`src/rtl/commit_trace_buffer.sv`:
```
// Commit trace buffer: qualifies retiring instructions from writeback and queues them in a
// small FIFO. It drains the FIFO to the difftest side with valid/ready, and reports the
// simulation trap only after every earlier commit has been consumed.
module commit_trace_buffer #(
  parameter int unsigned DEPTH       = 4,
  parameter logic [63:0] PC_START    = 64'h0000_0000_8000_0000,
  parameter logic [6:0]  TRAP_OPCODE = 7'h6b
) (
  input  logic                     clock,
  input  logic                     reset,
  input  logic [63:0]              wb_pc,
  input  logic [31:0]              wb_inst,
  input  logic [7:0]               wb_rf_we,
  input  logic [4:0]               wb_rf_wnum,
  input  logic [63:0]              wb_rf_wdata,
  input  logic [63:0]              a0_value,
  input  logic                     out_ready,
  output logic                     out_valid,
  output logic [63:0]              out_pc,
  output logic [31:0]              out_inst,
  output logic                     out_rfwen,
  output logic [7:0]               out_wdest,
  output logic [63:0]              out_wdata,
  output logic [$clog2(DEPTH):0]   count,
  output logic                     overflow,
  output logic                     trap,
  output logic [7:0]               trap_code,
  output logic [63:0]              trap_pc,
  output logic [63:0]              cycle_cnt,
  output logic [63:0]              instr_cnt
);

  localparam int unsigned AW = $clog2(DEPTH);
  localparam int unsigned CW = AW + 1;

  typedef enum logic [1:0] {StRun, StDrain, StHalted} state_e;

  state_e state_q, state_d;

  logic [63:0] mem_pc    [DEPTH];
  logic [31:0] mem_inst  [DEPTH];
  logic        mem_rfwen [DEPTH];
  logic [4:0]  mem_wnum  [DEPTH];
  logic [63:0] mem_wdata [DEPTH];

  logic [AW-1:0] wr_ptr_q, rd_ptr_q;
  logic [CW-1:0] count_q;
  logic          overflow_q;
  logic [7:0]    trap_code_q;
  logic [63:0]   trap_pc_q;
  logic [63:0]   cycle_q;
  logic [63:0]   instr_q;

  logic accepting, halted, head_valid;
  logic in_valid, full, do_pop, do_push, drop, trap_hit;

  // Only the low byte of a0 is reported as the trap code
  logic unused_a0;
  assign unused_a0 = ^a0_value[63:8];

  // State register
  always_ff @(posedge clock) begin
    if (reset) state_q <= StRun;
    else       state_q <= state_d;
  end

  // Next state: a trap moves to DRAIN; DRAIN halts once the FIFO is (or becomes) empty
  always_comb begin
    state_d = state_q;
    case (state_q)
      StRun:   if (trap_hit) state_d = StDrain;
      StDrain: if ((count_q == '0) || ((count_q == CW'(1)) && do_pop)) state_d = StHalted;
      StHalted: state_d = StHalted;
      default: state_d = StRun;
    endcase
  end

  // FSM outputs
  always_comb begin
    accepting  = (state_q == StRun);
    halted     = (state_q == StHalted);
    head_valid = (count_q != '0) && !halted;
  end

  // Qualify the writeback slot and decide push / pop / drop for this cycle
  always_comb begin
    in_valid = ((wb_pc != PC_START) && (wb_pc != '0)) || (wb_inst != '0);
    full     = (count_q == CW'(DEPTH));
    do_pop   = head_valid && out_ready;
    // A full FIFO still takes a commit when the head leaves on the same edge
    do_push  = accepting && in_valid && (!full || do_pop);
    drop     = accepting && in_valid && full && !do_pop;
    trap_hit = accepting && in_valid && (wb_inst[6:0] == TRAP_OPCODE);
  end

  // Entry storage; contents need no reset because empty slots are masked on the output
  always_ff @(posedge clock) begin
    if (do_push) begin
      mem_pc[wr_ptr_q]    <= wb_pc;
      mem_inst[wr_ptr_q]  <= wb_inst;
      mem_rfwen[wr_ptr_q] <= (|wb_rf_we) && (wb_rf_wnum != '0);
      mem_wnum[wr_ptr_q]  <= wb_rf_wnum;
      mem_wdata[wr_ptr_q] <= wb_rf_wdata;
    end
  end

  // Pointers and occupancy; pointers wrap naturally at DEPTH
  always_ff @(posedge clock) begin
    if (reset) begin
      wr_ptr_q <= '0;
      rd_ptr_q <= '0;
      count_q  <= '0;
    end else begin
      if (do_push) wr_ptr_q <= wr_ptr_q + AW'(1);
      if (do_pop)  rd_ptr_q <= rd_ptr_q + AW'(1);
      case ({do_push, do_pop})
        2'b10:   count_q <= count_q + CW'(1);
        2'b01:   count_q <= count_q - CW'(1);
        default: count_q <= count_q;
      endcase
    end
  end

  // Sticky overflow and one-shot trap capture (only reachable from RUN)
  always_ff @(posedge clock) begin
    if (reset) begin
      overflow_q  <= 1'b0;
      trap_code_q <= '0;
      trap_pc_q   <= '0;
    end else begin
      if (drop) overflow_q <= 1'b1;
      if (trap_hit) begin
        trap_code_q <= a0_value[7:0];
        trap_pc_q   <= wb_pc;
      end
    end
  end

  // Cycle counter runs until halted; instruction counter counts pops
  always_ff @(posedge clock) begin
    if (reset) begin
      cycle_q <= '0;
      instr_q <= '0;
    end else begin
      if (!halted) cycle_q <= cycle_q + 64'd1;
      if (do_pop)  instr_q <= instr_q + 64'd1;
    end
  end

  // Head entry, forced to zero when the FIFO is empty
  always_comb begin
    out_pc    = '0;
    out_inst  = '0;
    out_rfwen = 1'b0;
    out_wdest = '0;
    out_wdata = '0;
    if (head_valid) begin
      out_pc    = mem_pc[rd_ptr_q];
      out_inst  = mem_inst[rd_ptr_q];
      out_rfwen = mem_rfwen[rd_ptr_q];
      out_wdest = {3'b000, mem_wnum[rd_ptr_q]};
      out_wdata = mem_wdata[rd_ptr_q];
    end
  end

  assign out_valid = head_valid;
  assign count     = count_q;
  assign overflow  = overflow_q;
  assign trap      = halted;
  assign trap_code = trap_code_q;
  assign trap_pc   = trap_pc_q;
  assign cycle_cnt = cycle_q;
  assign instr_cnt = instr_q;

endmodule

```
`config.mk`:
```
export PLATFORM = sky130hd
export DESIGN_NAME = commit_trace_buffer
export DESIGN_NICKNAME = d
export VERILOG_FILES = /design/src/rtl/commit_trace_buffer.sv
export SDC_FILE = /design/constraint.sdc
export NUM_CORES = 1
export LEC_CHECK = 0
export ABC_CLOCK_PERIOD_IN_PS = 16600
export BUFFER_PORTS_ARGS = -buffer_cell sky130_fd_sc_hd__buf_2
export CORE_MARGIN = 2
export CORE_UTILIZATION = 50
export DETAILED_ROUTE_END_ITERATION = 10
export PLACE_DENSITY_LB_ADDON = 0.3
export SLEW_MARGIN = 20
export SYNTH_ARGS = -nofsm -noshare
export SYNTH_HDL_FRONTEND = slang
export SYNTH_SLANG_ARGS = --single-unit
```
`constraint.sdc`:
```
create_clock -name clock -period 16.6 [get_ports clock]
set_input_delay 0.83 -clock clock [delete_from_list [all_inputs] [get_ports clock]]
set_output_delay 0.83 -clock clock [all_outputs]
set_load 0.02 [all_outputs]
```
Word-level counts from Yosys, hierarchy flattened
Memories as Yosys holds them, arrays and structs flattened. A register that Yosys moved wholly into a read port is not among the register bits.
Index checks and enable logic that the tools add are counted.
Word-level totals
  register bits: 210
  bits in writable memories: 664
  output and inout bits: 375
  memories kept: 5
Memories
  mem_pc: words 4, bits a word 64, read ports 1, clocked after memory_dff 1, wr ports 1, RTL line 40  | logic [63:0] mem_pc [DEPTH];
  mem_wdata: words 4, bits a word 64, read ports 1, clocked after memory_dff 1, wr ports 1, RTL line 44  | logic [63:0] mem_wdata [DEPTH];
  mem_inst: words 4, bits a word 32, read ports 1, clocked after memory_dff 1, wr ports 1, RTL line 41  | logic [31:0] mem_inst [DEPTH];
  mem_wnum: words 4, bits a word 5, read ports 1, clocked after memory_dff 1, wr ports 1, RTL line 43  | logic [4:0] mem_wnum [DEPTH];
  mem_rfwen: words 4, bits a word 1, read ports 1, clocked after memory_dff 1, wr ports 1, RTL line 42  | logic mem_rfwen [DEPTH];
Cells by class
  add/sub/neg operators: 6
  equal/unequal tests: 10
  muxes and demuxes: 21
  reduce and logical (&&, ||, !) cells: 25
Operator list (count)
  64-bit by 1-bit adder with 64-bit output (second input constant): 2
  64-bit two-way mux: 2
  64-bit by 32-bit != test with 1-bit output (second input constant): 1
  64-bit nonzero test: 1
  32-bit two-way mux: 1
  32-bit nonzero test: 1
  2-bit two-way mux: 12
  1-bit logical AND: 10
  8-bit OR reduction: 1
  7-bit == test (second input constant): 1
  2-bit one-hot mux with 3 select lines: 1
  3-bit one-hot mux with 2 select lines: 1
  5-bit two-way mux: 1
  5-bit nonzero test: 1
  2-bit by 1-bit adder with 2-bit output (second input constant): 2
  2-bit by 1-bit == test with 1-bit output (second input constant): 2
  2-bit == test (second input constant): 2
  3-bit by 1-bit adder with 3-bit output (second input constant): 1
  3-bit by 1-bit == test with 1-bit output (second input constant): 1
  3-bit == test (second input constant): 1
  1-bit zero test: 3
  3-bit zero test: 1
  1-bit logical OR: 3
  1-bit two-way mux: 3
  other kinds (7): 7

Depth between registers and ports, before layout
  depth after elaboration: 8
  depth in mapped cells: 10

Least setup slack after synthesis
Ideal clock, no wire load.
  kind: flip-flop to flip-flop
  from: register count_q[0] (netlist: count[0])
  to: memory mem_inst[0][0] (enable)
  data arrival time: 5.804 ns
  data required time: 16.054 ns
  slack: 10.250 ns
  stages on the path, launching flop included: 9
  path buffers: 1
  clock period less this slack: 6.350 ns
  cell sequence: dfxtp_1 -> inv_1 -> ha_1 -> inv_1 -> o211a_1 -> clkbuf_1 -> nor2_1 -> a211oi_1 -> and2_1
Between the ends
  longest elaborated chain between the ends: 7
Ends and longest elaborated chain
  start: declaration: RTL line 47  | logic [CW-1:0] count_q;
  start signal: assignment: RTL line 117  | 2'b10: count_q <= count_q + CW'(1);
  start signal: assignment: RTL line 118  | 2'b01: count_q <= count_q - CW'(1);
  start signal: assignment: RTL line 119  | default: count_q <= count_q;
  3-bit nonzero test: RTL line 82  | head_valid = (count_q != '0) && !halted;
  1-bit logical AND: RTL line 82
  1-bit logical AND: RTL line 89  | do_pop = head_valid && out_ready;
  1-bit logical OR (*): RTL line 91  | do_push = accepting && in_valid && (!full || do_pop);
  1-bit logical AND (*): RTL line 91
  1-bit two-way mux (*): RTL line 98  | if (do_push) begin
  1-bit two-way mux (not written as such) (*): RTL line 100  | mem_inst[wr_ptr_q] <= wb_inst;
  end: declaration: RTL line 41
Every way passes the cells marked *; elsewhere a longest branch is shown, timed or not.

Final worst setup path
  from: register state_q[0]
  to: memory mem_pc[0][7] (enable)
Between the ends
  longest elaborated chain between the ends: 8
Ends and longest elaborated chain
  start: declaration: RTL line 38  | state_e state_q, state_d;
  start signal: assignment: RTL line 63  | if (reset) state_q <= StRun;
  start signal: assignment: RTL line 64  | else state_q <= state_d;
  2-bit == test: RTL line 81  | halted = (state_q == StHalted);
  1-bit zero test
  1-bit logical AND: RTL line 82
  1-bit logical AND: RTL line 89
  1-bit logical OR: RTL line 91
  1-bit logical AND (*): RTL line 91
  1-bit two-way mux (*): RTL line 98
  1-bit two-way mux (not written as such) (*): RTL line 99  | mem_pc[wr_ptr_q] <= wb_pc;
  end: declaration: RTL line 40
Marked as above.

==> summary.txt <==
Global route
  – First-pass GRT wire length: 123 mm
  – Largest net degree at the start of global routing: 135
  – GR Util met2: 0.380
  – Met1 Use GR: 0.287
  – Remaining global-route overflow: 0
  – Vias in the first global route: 20900
  – GRT busiest layer: met2
  – Initial antenna violation count: 14
  – Met3 layer usage reported by global route: 0.0645
  – GRT Total Usage: 0.226

Synth
  – Count leader, synth: edfxtp_1
  – Yosys reg bits: 876
  – Post-Synth XOR/XNOR Area: 0.0235
  – Asr flop ratio synth: 0
  – Mapped cell area: 34200 sq um
  – Largest cells by area after synthesis: edfxtp_1 (58%), dfxtp_1 (12%), mux4_2 (11%), and2_1 (3.3%), nand2_1 (2.1%)
  – Synth warn: 0
  – Number of flops mapped to enable cells by yosys: 664
  – Post-Synth Simple-Gate Area: 0.112
  – Largest area contributor in the netlist: edfxtp_1
  – Yosys cell types: 54
  – Mux contribution to synthesized area: 0.110
  – Top FF cell, synth: edfxtp_1
  – Largest family of logic cells by synthesized area: simple AND/OR/NAND/NOR gates
  – Compound-gate portion of the synthesized area: 0.0256
  – Area share of the largest cell type after synthesis: 0.583
  – Commonest cells in the netlist: edfxtp_1 (664), dfxtp_1 (212), nand2_1 (191)
  – Mapped Cells: 2190
  – Post-Synth Adder-Cell Area: 0.00475
  – Syn avg cell area: 15.6 sq um
  – Sequential element share of the synthesized area: 0.707

Setup path
  – Worst Setup Path Type: register to register
  – Endpoint type of the worst setup path: register
  – Crit-path max cell delay: 790 ps
  – Crit path cell chain: inv_1 -> ha_1 -> inv_1 -> o211a_1 -> nor2_1 -> a211oi_1 -> and2_4 -> buf_4 -> buf_4
  – CP max-delay cell: buf_4
  – Flop-to-flop setup slack: 11990 ps
  – CP Data Arrival Time: 4850 ps
  – Worst-path maximum fanout: 60
  – Startpoint Class: register
  – Critical Path RT: 16840 ps

CTS
  – Root Driver: clkbuf_16
  – Skew-Pair Late Insertion Delay: 620 ps
  – Post-CTS Setup Inserts: 0
  – Total CTS buffers: 89
  – # clock sinks: 876
  – CTS Hold Buffers Added: 0
  – CTS tree: done
  – Worst-path clk slew: 60 ps
  – Max Root-Sink Buffers: 3
  – Clock H-tree levels: 3
  – Gates resized, CTS repair: 0

Power and ir drop
  – Sequential power share: 0.432
  – Total power: 6.42 mW
  – Psw: 1.94 mW
  – Pwr dens: 157 nW/um^2
  – Clk network pwr share: 0.307
  – Sw Share: 0.302
  – Comb power frac: 0.261
  – Maximum vdd drop: 94.5 uV
  – Leakage: 14.6 nW
  – P_int: 4.48 mW

Floorplan
  – Die Wd: 266 um
  – Die footprint: 70500 sq um
  – Core Area: 67500 sq um
  – Site row count: 95
  – Initial Util: 0.507
  – Ports: 615
  – Die height: 266 um

STA
  – Setup Skew: 23.1 ps
  – Slew Limit Fails: 0
  – Worst slew pin tran: 1200 ps
  – RSZ-0062 raised after global routing: false
  – Setup TNS: 0 ps
  – Final count of negative-setup-slack endpoints: 0
  – Peak Freq: 217 MHz
  – PnR worst setup slack: 11990 ps
  – Min Tclk post-route: 4610 ps
  – Fin crit share: 0.278
  – Slew headroom: 0.203
  – Final hold vios: 0

Final layout
  – Final core utilization: 0.605
  – Syn-to-layout area delta: 19.3%
  – Post-layout net count: 3004
  – Share of cells above drive strength 1: 0.319

Status
  – Outcome: finished, final reports clean

Placed design
  – Place WS: 11600 ps
  – Gpl congestion: 0.861
  – Count of input and output buffers: 555
  – HPWL after DPL: 51.8 mm

Routing
  – Final wirelength: 81.1 mm
  – Routed len/inst: 21.9 um
  – Vias: 20900
  – Pre-antenna DRT Iters: 5
  – Final ANT Viol Nets: 0
  – Vias per cell: 5.64
  – Residual DRC: 0
  – Starting DRT DRC Count: 1492

Min path
  – Hold Path Class: input port to register

Job
  – Max-cap violations: 0
## layer usage
metal	part of all wire	wire [um]
met4	0.023	1880
met3	0.083	6710
met5	0.0010	83
met2	0.50	40600
met1	0.39	31800
## cell usage in the layout, fill, tap and decap left out, drive strengths merged, types with 10 or more instances in the layout
cell type,count
a21oi,113
and2,181
and4,10
buf,580
clkbuf,122
clkinv,29
dfxtp,212
diode,10
edfxtp,664
ha,13
inv,37
mux4,166
nand2,191
nand3,40
nand4,53
nor2,109
nor3,38
nor4,44
o21ai,37
or3,40
xnor2,51
xor2,41
## sequential cells by signal, summed over array words and instances, names as in the netlist, named ones only
signal,cells
count,3
cycle_cnt,64
instr_cnt,64
mem_inst,128
mem_pc,256
mem_rfwen,4
mem_wdata,256
mem_wnum,20
overflow,1
rd_ptr_q,2
state_q,2
trap_code,8
trap_pc,64
wr_ptr_q,2
## through the flow
stage / instance area (sq um) / hold slack, ps / instances
global placement: 37900 / 440 / 3533
CTS: 40800 / 370 / 3699
global route: 40800 / 388 / 3703
floorplan: 34200 / 485 / 2192
detailed placement: 37900 / 444 / 3533
finish: 40800 / 419 / 3709
## worst paths after layout
kind,from,to,depth (start not counted)
setup / recovery,state_q[0],mem_pc[0][7],9
hold / removal,wb_rf_wdata[44],mem_wdata[1][44],1
setup reg to reg,state_q[0],mem_pc[0][7],9
hold reg to reg,trap_pc[35],trap_pc[35],2
## final cells by class
cell class,instances,area [sq um]
well taps,873,1090
repair buffers,580,2980
inverters,31,116
flip-flops and latches,876,24200
clock buffers,122,2510
clock inverters,44,410
fillers,5060,26700
multi-input cells,1173,9500
diodes,10,25.0
## cells by family (layout without fill, tap and decap cells)
group                      after synthesis  in the layout
AOI/OAI and AO/OA                      166            166
xor gates and xnor gates                92             92
adders and majority gates               13             13
buffers and inverters                  143            777
DFF                                    876            876
muxes                                  170            170
other                                    1             13
and+or+nand+nor                        729            729
## power groups by stage
| stage | logic (mW) | clock network, mW | registers, mW |
|---|---|---|---|
| 5_1_grt | 1.78 | 2.10 | 2.80 |
| 3_3_place_gp | 1.70 | 0 | 2.80 |
| 2_1_floorplan | 1.12 | 0 | 2.83 |
| 4_1_cts | 1.71 | 2.01 | 2.78 |
| 3_5_place_dp | 1.70 | 0 | 2.82 |
| 6_report | 1.67 | 1.97 | 2.77 |
## worst max-delay path, delay by kind of cell (launching register included)
family | cells | cell delay (ps)
buffers and inverters | 4 | 1760
AO/OA/AOI/OAI | 2 | 1080
AND/OR/NAND/NOR | 2 | 640
flip-flops | 1 | 360
adder cells (fa/ha/maj) | 1 | 310
Power figures use the tool's default switching activity.
